## src/rtl/rle_pkg.sv

```systemverilog
// rle_pkg: shared state encoding, widths and run-length decode helper for the RLE path.
package rle_pkg;

    localparam int WORD_W = 8;
    localparam int RUN_W  = 9;

    typedef enum logic [1:0] {
        S_COUNT = 2'd0,
        S_VALUE = 2'd1,
        S_EMIT  = 2'd2,
        S_BAD   = 2'd3
    } state_t;

    // A zero count byte is either an empty run or a full 256-byte run.
    function automatic logic [RUN_W-1:0] run_len(input logic [WORD_W-1:0] b, input bit zero_is_max);
        return (zero_is_max && b == '0) ? RUN_W'(256) : {1'b0, b};
    endfunction

endpackage

```

## src/rtl/rle_run_expander.sv

```systemverilog
// rle_run_expander: expands (count, value) token pairs into repeated bytes pushed into a byte FIFO.
import rle_pkg::*;

module rle_run_expander #(
    parameter bit ZERO_IS_MAX = 1'b0,
    parameter int STAT_W      = 16
) (
    input  logic              wclk,
    input  logic              rst,
    input  logic              in_valid,
    input  logic [WORD_W-1:0] in_data,
    input  logic              in_last,
    output logic              in_ready,
    input  logic              fifo_full,
    output logic              wr,
    output logic [WORD_W-1:0] data_out,
    output logic              busy,
    output logic              done,
    output logic [STAT_W-1:0] out_count
);

    state_t            state, state_n;
    logic [RUN_W-1:0]  cnt, cnt_n;
    logic [WORD_W-1:0] val, val_n;
    logic              last, last_n, done_n;
    logic              put;

    assign data_out = val;
    assign put      = (state == S_EMIT) && !fifo_full;

    always_ff @(posedge wclk or posedge rst) begin
        if (rst) begin
            state     <= S_COUNT;
            cnt       <= '0;
            val       <= '0;
            last      <= 1'b0;
            done      <= 1'b0;
            out_count <= '0;
        end else begin
            state     <= state_n;
            cnt       <= cnt_n;
            val       <= val_n;
            last      <= last_n;
            done      <= done_n;
            out_count <= out_count + STAT_W'(put);
        end
    end

    // wr depends on state only so the FIFO full flag never loops back combinationally.
    always_comb begin
        state_n  = state;
        cnt_n    = cnt;
        val_n    = val;
        last_n   = last;
        done_n   = 1'b0;
        in_ready = 1'b0;
        wr       = 1'b0;
        busy     = 1'b0;
        case (state)
            S_COUNT: begin
                in_ready = 1'b1;
                if (in_valid) begin
                    cnt_n   = run_len(in_data, ZERO_IS_MAX);
                    state_n = S_VALUE;
                end
            end
            S_VALUE: begin
                in_ready = 1'b1;
                busy     = 1'b1;
                if (in_valid) begin
                    val_n = in_data;
                    if (cnt == '0) begin
                        state_n = S_COUNT;
                        done_n  = in_last;
                        last_n  = 1'b0;
                    end else begin
                        last_n  = in_last;
                        state_n = S_EMIT;
                    end
                end
            end
            S_EMIT: begin
                wr   = 1'b1;
                busy = 1'b1;
                if (!fifo_full) begin
                    cnt_n = cnt - 1'b1;
                    if (cnt == RUN_W'(1)) begin
                        state_n = S_COUNT;
                        done_n  = last;
                        last_n  = 1'b0;
                    end
                end
            end
            default: state_n = S_COUNT;
        endcase
    end

endmodule
```

## config.mk

```make
export PLATFORM = sky130hd
export DESIGN_NAME = rle_run_expander
export DESIGN_NICKNAME = d
export VERILOG_FILES = /design/src/rtl/rle_pkg.sv /design/src/rtl/rle_run_expander.sv
export SDC_FILE = /design/constraint.sdc
export NUM_CORES = 1
export LEC_CHECK = 0
export CORE_MARGIN = 5
export CORE_UTILIZATION = 40
export CTS_CLUSTER_SIZE = 20
export DETAILED_ROUTE_END_ITERATION = 10
export GPL_TIMING_DRIVEN = 1
export PLACE_DENSITY = 0.77
export SYNTH_ARGS = -nofsm -noshare
export SYNTH_HDL_FRONTEND = slang
export SYNTH_SLANG_ARGS = --single-unit
export TNS_END_PERCENT = 100
```

## constraint.sdc

```tcl
create_clock -name wclk -period 2.84 [get_ports wclk]
set_input_delay 0.852 -clock wclk [delete_from_list [all_inputs] [get_ports wclk]]
set_output_delay 0.852 -clock wclk [all_outputs]
set_load 0.02 [all_outputs]
```

* Word level (Yosys, flattened, before mapping)
Index checks and enable logic that the tools add are counted.
** Word-level totals
- Bits in registers :: 37
- Output and inout bits :: 28
- Word-level logic and storage cells :: 49
** Operators by class
- Add/sub/neg operators :: 2
- Equality and inequality tests :: 7
- Muxes and demuxes :: 22
- Reductions and logical operators :: 12
** Operators by type and width (count)
- 9-bit two-way mux :: 2
- 9-bit one-hot mux with 2 select lines :: 1
- 16-bit by 1-bit adder with 16-bit output :: 1
- 1-bit two-way mux :: 11
- 2-bit two-way mux :: 5
- 9-bit by 1-bit == test with 1-bit output (second input constant) :: 1
- 9-bit zero test :: 1
- 9-bit by 1-bit subtractor with 9-bit output (second input constant) :: 1
- 4-bit AND reduction :: 2
- 2-bit != test (second input constant) :: 3
- 2-bit one-hot mux with 3 select lines :: 1
- 1-bit one-hot mux with 2 select lines :: 2
- 2-bit nonzero test :: 2
- 2-bit OR reduction :: 2
- 3-bit AND reduction :: 1
- 2-bit by 1-bit == test with 1-bit output (second input constant) :: 1
- 2-bit == test (second input constant) :: 1
- 2-bit zero test :: 1
- 2-bit by 1-bit != test with 1-bit output (second input constant) :: 1
- 2-bit AND reduction :: 1
- 1-bit logical AND :: 1
- 1-bit zero test :: 1

* Longest topological paths before layout
Gate-level depths: netlist (run 1).
- Word-level depth :: 4
- Depth in mapped cells :: 9

* Worst setup path before layout (run 1)
Ideal clock, no wire load.
- Kind :: flip-flop to flip-flop
- Start point :: reg state[0]
- End point :: reg out_count[10]
- Setup time :: 129 ps
- Data arrival time :: 2048 ps
- Data required time :: 2711 ps
- Path slack :: 663 ps
- Cell stages (with the launch flop) :: 10
- Path through :: dfrtp_1 inv_1 ha_1 inv_1 nor2_1 ha_1 ha_1 and3_1 nand4_1 xnor2_1
** Between the ends
- Longest elaborated chain between the ends :: 3
** RTL lines
- from (decl) :: line rle_run_expander.sv:22 : state_t state, state_n;
- from (signal assigned) :: line rle_run_expander.sv:40 : state <= state_n;
- 2-bit == test :: line rle_run_expander.sv:29 : assign put = (state == S_EMIT) && !fifo_full;
- 1-bit logical AND :: line rle_run_expander.sv:29
- 16-bit by 1-bit adder with 16-bit output :: line rle_run_expander.sv:45 : out_count <= out_count + STAT_W'(put);
- to (signal assigned) :: line rle_run_expander.sv:45
- to (decl) :: line rle_run_expander.sv:19 : output logic [STAT_W-1:0] out_count
No other way between the ends.
A chain may end at the register's enable or synchronous reset.

* Worst setup path after layout (run 1)
- Start point :: reg state[0]
- End point :: out in_ready
** Between the ends
- Longest elaborated chain between the ends :: 3
- Elaborated cells between the ends (all ways) :: 4
- Classes of those cells :: eq/ne (1); mux (1); reduce/logical (2)
** RTL lines
- 2-bit by 1-bit == test with 1-bit output / 2-bit zero test (equally long branches) :: line rle_run_expander.sv:59 : case (state)
- 2-bit OR reduction (no source line) (*)
- 1-bit two-way mux (*) :: line rle_run_expander.sv:59
- to (decl) :: line rle_run_expander.sv:13 : output logic in_ready,
Every way passes the cells marked *; elsewhere a longest branch is shown, timed or not.

==> results.toml, run 1 <==
[final_layout]
multiInputGateArea_sq_um = 875
fillers = 408
drive_gt1_share_pct = 12.5
diodes = 0
syn2layout_area_growth_pct = 29.8
seqCellArea_sq_um = 926
final_nets = 236

[global_route]
grt_pass1_wl_mm = 7.00
grt_max_degree = 38
grt_antenna_before_repair = 0
grtUsageTotal_pct = 14.2
grt_pass1_vias = 1531
grt_overflow_total = 0

[power_and_ir_drop]
vdd_drop_max_uv = 417
total_power_mw = 2.31
power.density_nw_per_um2 = 952
p_leak_nw = 1.07

[yosys]
yosysWarnings = 0
synthCells = 169
async_reset_ff_share_pct = 100
yosys.area_share.simple_pct = 18.2
synth-xor-area-share_pct = 7.01
synth_top_family_by_area = "simple AND/OR/NAND/NOR gates"
ys_seq_area_share_pct = 49.4
syn_avg_cell_area_sq_um = 11.1
ys.flop_type = "dfrtp_1"
muxShareOfSynthArea_pct = 6.68
synthAdderAreaFrac_pct = 5.34
syn_nets = 190
synth_edf_count = 0
synth_cell_type_count = 41
synth_compound_area_share_pct = 9.49
syn-cell-area_sq_um = 1870
synth-seq-cells = 37

[critical_path]
cp_cell_sequence = "inv_1 -> ha_1 -> nor2_1 -> inv_1 -> clkdlybuf4s50_1"
critPathSlowestCell = "clkdlybuf4s50_1"
reg2reg_from = "state[0]"
critPathKind = "flip-flop to output port"
r2r_slack_ns = 0.70
critPathBufInv = 3
critPathLaunchType = "flip-flop"
timing.rr.end = "out_count[10]"
slowest_delay_ns = 0.59
worst_ep_required_time_ns = 1.99
crit_end = "in_ready"
crit_path_max_fanout = 5
startpoint = "state[0]"
cp_common_cell = "inv_1"
crit_arrival_ns = 1.77
crit_family = "buffers and inverters"
reg2reg_depth = 9
cp_num_cells = 5
end_kind = "output port"

[drt]
wl_per_cell_um = 15.0
vias = 1433
drt_first_iter_violations = 59
wl_met1_mm = 1.85
drt_first_pass_iters = 4
drc = 0
topRoutingLayerUsed = "met4"
route.met2.wl_mm = 1.86
avgViaCountPerCell = 5.35
met3WireLength_um = 240
ant_nets = 0
wl_mm = 4.01

[sta]
period_share_pct = 92.3
fin_skew_ns = 0.00833
fmax_ghz = 0.381
finalSetupViolations = 0
period_needed_ns = 2.62
rsz0062_at_grt = "no"
hold_viol = 0
maxSlewViolCount = 0
slew_headroom_pct = 56.0
fin_setup_tns_ns = 0
tightestPinTransition_ns = 0.659

[die]
die_h_um = 78.4
initial_core_util_pct = 42.1
die_w_um = 78.4
io_pins = 41
rows = 24
coreArea_sq_um = 4440
dieArea_sq_um = 6150

[cts]
cts.sinks = 37
htreeDepth = 2
numCtsBuffers = 5
ctsResizeCount = 0
cts-hold-fix-buffers = 0
cts_tree = "done"
path_clk_slew_ns = 0.08
postCtsSetupRepairBufs = 0
clkLatencyLatePin_ns = 0.29
cts_max_path_buffers = 2
clockRootBuffer = "clkbuf_8"

[hold_path]
hold_path.class = "flip-flop to flip-flop"

[place]
io_buffers = 40
post-dp-hpwl_mm = 2.87
place_congestion = 0.813

[job]
maxCapViolCount = 0

[run_status]
status = "finished, final reports clean"
-- per-stage QoR --
step                instance area (sq um)  hold slack [ns]  setup slack [ns]  std cells  utilization [%]
floorplan                            1870            0.491             0.663        169                -
global placement                     2330            0.461             0.253        260             52.4
detailed placement                   2330            0.468             0.179        260             52.4
CTS                                  2430            0.478             0.215        268             54.7
global route                         2430            0.504             0.121        268             54.7
finish                               2430            0.475             0.217        268             54.7
-- cells in the mapped netlist (2+ instances only) --
cell      count  area, sq um
dfrtp_1      37          926
nand2_1      12         45.0
inv_1        11         41.3
nand3_1       9         45.0
nand4_1       9         56.3
xnor2_1       9         78.8
ha_1          8          100
mux2_2        8         90.1
nor2_1        7         26.3
xor2_1        6         52.6
a21oi_1       5         25.0
o21ai_0       5         25.0
and3_1        4         25.0
o22ai_1       4         25.0
nor3_1        3         15.0
a32o_1        2         20.0
and2_1        2         12.5
buf_6         2         22.5
mux2i_1       2         20.0
nor3b_1       2         15.0
o211ai_1      2         15.0
-- per-layer routing --
layer,vias to the layer above,track usage (%)
met2,44,22.4
li1,692,-
met1,692,17.6
met5,-,0
met3,5,5.03
met4,0,5.94
-- worst register-to-register path, cell delays in order (launching register included) --
cell and delay, ns:
dfrtp_1 0.41, inv_1 0.09, ha_1 0.24, inv_1 0.08, nor2_1 0.15, ha_1 0.28, ha_1 0.27, and3_1 0.25
nand4_1 0.13, xnor2_1 0.14
-- sequential cells by signal, indices dropped and copies added, names as in the netlist --
register,cells
cnt,9
data_out,8
done,1
last,1
out_count,16
state,2
-- cells by family (layout without fill, tap and decap cells) --
group / after synthesis / count (layout)
AO/OA/AOI/OAI: 26 / 26
multiplexers: 11 / 11
adder cells (fa/ha/maj): 8 / 8
flip-flops: 37 / 37
buffers and inverters: 15 / 62
AND/OR/NAND/NOR: 57 / 57
XOR/XNOR: 15 / 15
-- worst min-delay path by stage --
stage / start / end / cells after the start
floorplan: state[1] / state[1] / 1
global placement: out_count[15] / out_count[15] / 1
detailed placement: out_count[15] / out_count[15] / 1
CTS: out_count[15] / out_count[15] / 1
global route: out_count[15] / out_count[15] / 1
finish: out_count[15] / out_count[15] / 1
-- cell usage in the layout, fill, tap and decap left out, drive strengths merged, types with 3 or more instances in the layout --
| cell | instances |
|---|---|
| and2 | 3 |
| and3 | 4 |
| xor2 | 6 |
| clkdlybuf4s50 | 40 |
| nand3 | 9 |
| nor3 | 3 |
| nand2 | 12 |
| ha | 8 |
| clkbuf | 7 |
| mux2 | 9 |
| buf | 3 |
| o21ai | 5 |
| inv | 11 |
| xnor2 | 9 |
| nor4 | 3 |
| nand4 | 10 |
| nor2 | 7 |
| o22ai | 4 |
| a21oi | 5 |
| dfrtp | 37 |
-- power by group --
group          internal [mW]  leakage, nW  switching, mW
clock network          0.219       0.0542          0.183
registers              0.693        0.469          0.155
logic                  0.520        0.546          0.544
-- cell type report --
class                           count  share of cell area (%)
Multi-Input combinational cell    117                    36.0
Sequential cell                    37                    38.1
Inverter                           11                    1.70
Timing Repair Buffer               43                    17.4
Tap cell                           52                    2.68
Clock inverter                      1                   0.206
Clock buffer                        7                    3.96
Note: power is estimated with default switching activity, not from simulation.
==> run 2, diff against run 1 <==
REMOVE_ABC_BUFFERS = 1   (was not set)
==> run 2 against run 1 <==
Effect of this change: clock-buffer cell count decreased by 1; critical path depth decreased by 2; worst setup slack got worse by 0.036 ns; sequential cell count unchanged; combinational power about the same; wire length increased by 1.5%; clock power decreased by 13%; sequential share of layout area increased by 0.30 points; worst hold slack got worse by 0.0069 ns; critical endpoint is now wr.
==> results.toml, run 2 (synthesis gave the netlist of run 1 again) <==
[drt]
wl_mm = 4.07
drc = 0
wl_per_cell_um = 15.2
vias = 1444
drt_first_iter_violations = 55
drt_first_pass_iters = 4
avgViaCountPerCell = 5.39
ant_nets = 0

[global_route]
grt_busiest_layer = "met2"
grt_antenna_before_repair = 0
grtUsageTotal_pct = 14.7
met3_usage_pct = 6.98
grt_use_met2_pct = 22.7
grt_max_degree = 38
grt_pass1_vias = 1508
grt_pass1_wl_mm = 7.10
grt_util_met1_pct = 17.9
grt_overflow_total = 0

[place]
post-dp-hpwl_mm = 2.92
io_buffers = 40
place_ws_ns = 0.118
place_congestion = 0.842

[critical_path]
critPathSlowestCell = "clkdlybuf4s50_1"
worst_ep_required_time_ns = 1.99
timing.rr.end = "out_count[10]"
crit_arrival_ns = 1.81
reg2reg_depth = 9
end_kind = "output port"
slowest_delay_ns = 0.67
r2r_slack_ns = 0.49
critPathLaunchType = "flip-flop"
critPathKind = "flip-flop to output port"
cp_cell_sequence = "inv_1 -> ha_1 -> clkdlybuf4s50_1"
crit_path_max_fanout = 8
reg2reg_from = "state[0]"

[hold_path]
hold_path.class = "flip-flop to flip-flop"
min-delay-start = "out_count[15]"
hold_end = "out_count[15]"
holdPathStages = 1

[sta]
fmax_ghz = 0.376
hold_viol = 0
tightestPinTransition_ns = 0.600
layout_setup_ws_ns = 0.182
fin_setup_tns_ns = 0
slew_headroom_pct = 59.9
maxSlewViolCount = 0
period_needed_ns = 2.66
finalSetupViolations = 0
fin_skew_ns = 0.00478
hold_slack_ns = 0.468
period_share_pct = 93.6
rsz0062_at_grt = "no"

[die]
coreArea_sq_um = 4440
die_h_um = 78.4
dieArea_sq_um = 6150
initial_core_util_pct = 42.1
die_w_um = 78.4
rows = 24
io_pins = 41

[cts]
numCtsBuffers = 5
postCtsSetupRepairBufs = 0
cts_tree = "done"
cts_max_path_buffers = 2
clockRootBuffer = "clkbuf_8"
htreeDepth = 2
ctsResizeCount = 0
cts-hold-fix-buffers = 0
path_clk_slew_ns = 0.07
cts.sinks = 37
clkLatencyLatePin_ns = 0.29

[final_layout]
final_nets = 236
drive_gt1_share_pct = 12.0
mostFrequentLayoutCells = "40 x clkdlybuf4s50_1, 37 x dfrtp_1, 12 x nand2_1"
top_register = "out_count"
syn2layout_area_growth_pct = 28.8
diodes = 0
fillers = 417
largest_reg_flops = 16
final_common_cell = "clkdlybuf4s50_1"

[power_and_ir_drop]
vdd_drop_max_uv = 374
power.density_nw_per_um2 = 938
p_leak_nw = 1.06

[job]
maxCapViolCount = 0

[run_status]
status = "finished, final reports clean"
## run 2: final cells by class
class                           instances  area (sq um)  share of cell area, %
Tap cell                               52          65.1                   2.70
Multi-Input combinational cell        117           875                   36.3
Clock inverter                          2          10.0                  0.415
Clock buffer                            6          72.6                   3.01
Timing Repair Buffer                   43           423                   17.5
Inverter                               11          41.3                   1.71
Sequential cell                        37           926                   38.4
## run 2: critical path: cells and delay by family (launching register included)
kind	cells	cell delay, ns
adders and majority gates	1	0.35
buffers and inverters	2	0.76
DFF	1	0.41
## run 2: worst max path at each step
stage,from,endpoint,slack (ns),depth (start not counted)
2_1_floorplan,state[0],out_count[10],0.46,9
3_3_place_gp,fifo_full,out_count[10],0.22,7
3_5_place_dp,fifo_full,out_count[10],0.12,7
4_1_cts,state[0],wr,0.17,3
5_1_grt,state[0],wr,0.11,3
6_report,state[0],wr,0.18,3
## run 2: per-layer routing
layer | part of all wire [%] | up-vias
li1 | - | 695
met4 | 1.5 | 0
met1 | 44 | 697
met2 | 45 | 45
met5 | 0 | -
met3 | 8.6 | 7
## run 2: metrics by stage
step / cell area (sq um) / util, % / power [mW] / std cells
final: 2410 / 54.3 / 2.26 / 268
after global placement: 2330 / 52.4 / 1.90 / 260
after CTS: 2410 / 54.3 / 2.29 / 268
after detailed placement: 2330 / 52.4 / 1.92 / 260
after floorplan: 1840 / - / 1.51 / 165
after global routing: 2410 / 54.3 / 2.44 / 268
## run 2: where the power goes
part | leakage, nW | internal [mW] | switching [mW] | total (mW)
Clock | 0.0450 | 0.170 | 0.179 | 0.349
Sequential | 0.469 | 0.693 | 0.154 | 0.847
Combinational | 0.546 | 0.520 | 0.545 | 1.07
==> run 3, diff against run 2 <==
MAX_ROUTING_LAYER = met4   (was not set)
==> run 3 against run 2 <==
Effect of this change: clock skew about the same; combinational power about the same; first-iteration DRC count increased by 1.8%; worst hold slack about the same; critical path depth unchanged; non-clock buffer count unchanged; global-route usage increased by 0.49 points; clock power about the same; fmax decreased by 0.20%; final cell count unchanged; via count increased by 0.90%; largest power group unchanged.
==> results.toml, run 3 (synthesis gave the netlist of run 1 again) <==
[global_route]
grt_max_degree = 38
grt_antenna_before_repair = 0
grtUsageTotal_pct = 15.2
grt_pass1_wl_mm = 7.11
grt_overflow_total = 0
grt_pass1_vias = 1503

[drt]
vias = 1457
wl_mm = 4.08
avgViaCountPerCell = 5.44
ant_nets = 0
wl_per_cell_um = 15.2
drt_first_iter_violations = 56
drc = 0
drt_first_pass_iters = 4

[sta]
fin_skew_ns = 0.00473
slew_headroom_pct = 59.9
finalSetupViolations = 0
fin_setup_tns_ns = 0
period_share_pct = 93.8
tightestPinTransition_ns = 0.601
rsz0062_at_grt = "no"
maxSlewViolCount = 0
fmax_ghz = 0.375
hold_slack_ns = 0.468
layout_setup_ws_ns = 0.176
period_needed_ns = 2.66
hold_viol = 0

[power_and_ir_drop]
vdd_drop_max_uv = 375
p_leak_nw = 1.06
p_seq_share_pct = 37.4
swShare_pct = 38.9
pwr-share-clk_pct = 15.5
pwr-share-comb_pct = 47.1
p_sw_mw = 0.879
power.density_nw_per_um2 = 938
p_int_mw = 1.38

[die]
dieArea_sq_um = 6150
die_w_um = 78.4
io_pins = 41
die_h_um = 78.4
coreArea_sq_um = 4440
rows = 24
initial_core_util_pct = 42.1

[place]
io_buffers = 40
place_congestion = 0.855
post-dp-hpwl_mm = 2.92
place_ws_ns = 0.118

[cts]
ctsResizeCount = 0
cts.sinks = 37
htreeDepth = 2
numCtsBuffers = 5
clkLatencyLatePin_ns = 0.29
cts_tree = "done"
postCtsSetupRepairBufs = 0
cts_max_path_buffers = 2
path_clk_slew_ns = 0.07
clockRootBuffer = "clkbuf_8"
cts-hold-fix-buffers = 0

[critical_path]
critPathKind = "flip-flop to output port"
cp_cell_sequence = "inv_1 -> ha_1 -> clkdlybuf4s50_1"
end_kind = "output port"
critPathSlowestCell = "clkdlybuf4s50_1"
slowest_delay_ns = 0.67
worst_ep_required_time_ns = 1.99
crit_arrival_ns = 1.81
critPathLaunchType = "flip-flop"
crit_path_max_fanout = 8

[final_layout]
drive_gt1_share_pct = 12.0
final_common_cell = "clkdlybuf4s50_1"
largest_reg_flops = 16
diodes = 0
final_nets = 236
top_register = "out_count"
mostFrequentLayoutCells = "40 x clkdlybuf4s50_1, 37 x dfrtp_1, 12 x nand2_1"
syn2layout_area_growth_pct = 28.8

[run_status]
status = "finished, final reports clean"

[hold_path]
hold_path.class = "flip-flop to flip-flop"

[job]
maxCapViolCount = 0
-- run 3: power groups by stage --
stage / registers, mW / clock network, mW / logic, mW
final: 0.847 / 0.351 / 1.07
after global routing: 0.873 / 0.392 / 1.17
after CTS: 0.847 / 0.363 / 1.08
after detailed placement: 0.855 / 0 / 1.07
after global placement: 0.848 / 0 / 1.05
after floorplan: 0.932 / 0 / 0.580
-- run 3: path summary, 6_finish.rpt --
path	from	end	slack [ns]	cells after the start
worst max-delay path	state[0]	wr	0.18	3
min in group asynchronous	rst	out_count[9]	0.96	3
max in group asynchronous	rst	data_out[3]	1.55	3
worst max register to register	state[0]	out_count[10]	0.49	9
worst min-delay path	out_count[15]	out_count[15]	0.47	1
worst min register to register	out_count[15]	out_count[15]	0.47	1
-- run 3: layer usage --
layer  wire length (um)  GRT usage (%)  vias to the layer above
met3                327           6.75                        9
li1                   -              -                      696
met2               1830           22.4                       44
met4                 72           5.59                        0
met1               1850           18.4                      708
met5                  0              -                        -
-- run 3: through the flow --
step | total power [mW] | cell area, sq um | utilization [%] | std cells
2_1_floorplan | 1.51 | 1840 | - | 165
3_3_place_gp | 1.90 | 2330 | 52.4 | 260
3_5_place_dp | 1.92 | 2330 | 52.4 | 260
4_1_cts | 2.29 | 2410 | 54.3 | 268
5_1_grt | 2.44 | 2410 | 54.3 | 268
6_report | 2.26 | 2410 | 54.3 | 268
-- run 3: critical path: cells and delay by family, from the launching register on --
kind / cells / cell delay [ns]
fa+ha+maj: 1 / 0.35
buf+inv: 2 / 0.76
flops: 1 / 0.41
-- run 3: area by class of cell --
type | count | area [sq um]
Tap cell | 52 | 65.1
Sequential cell | 37 | 926
Fill cell | 417 | 2030
Clock inverter | 2 | 10.0
Multi-Input combinational cell | 117 | 875
Inverter | 11 | 41.3
Clock buffer | 6 | 72.6
Timing Repair Buffer | 43 | 423
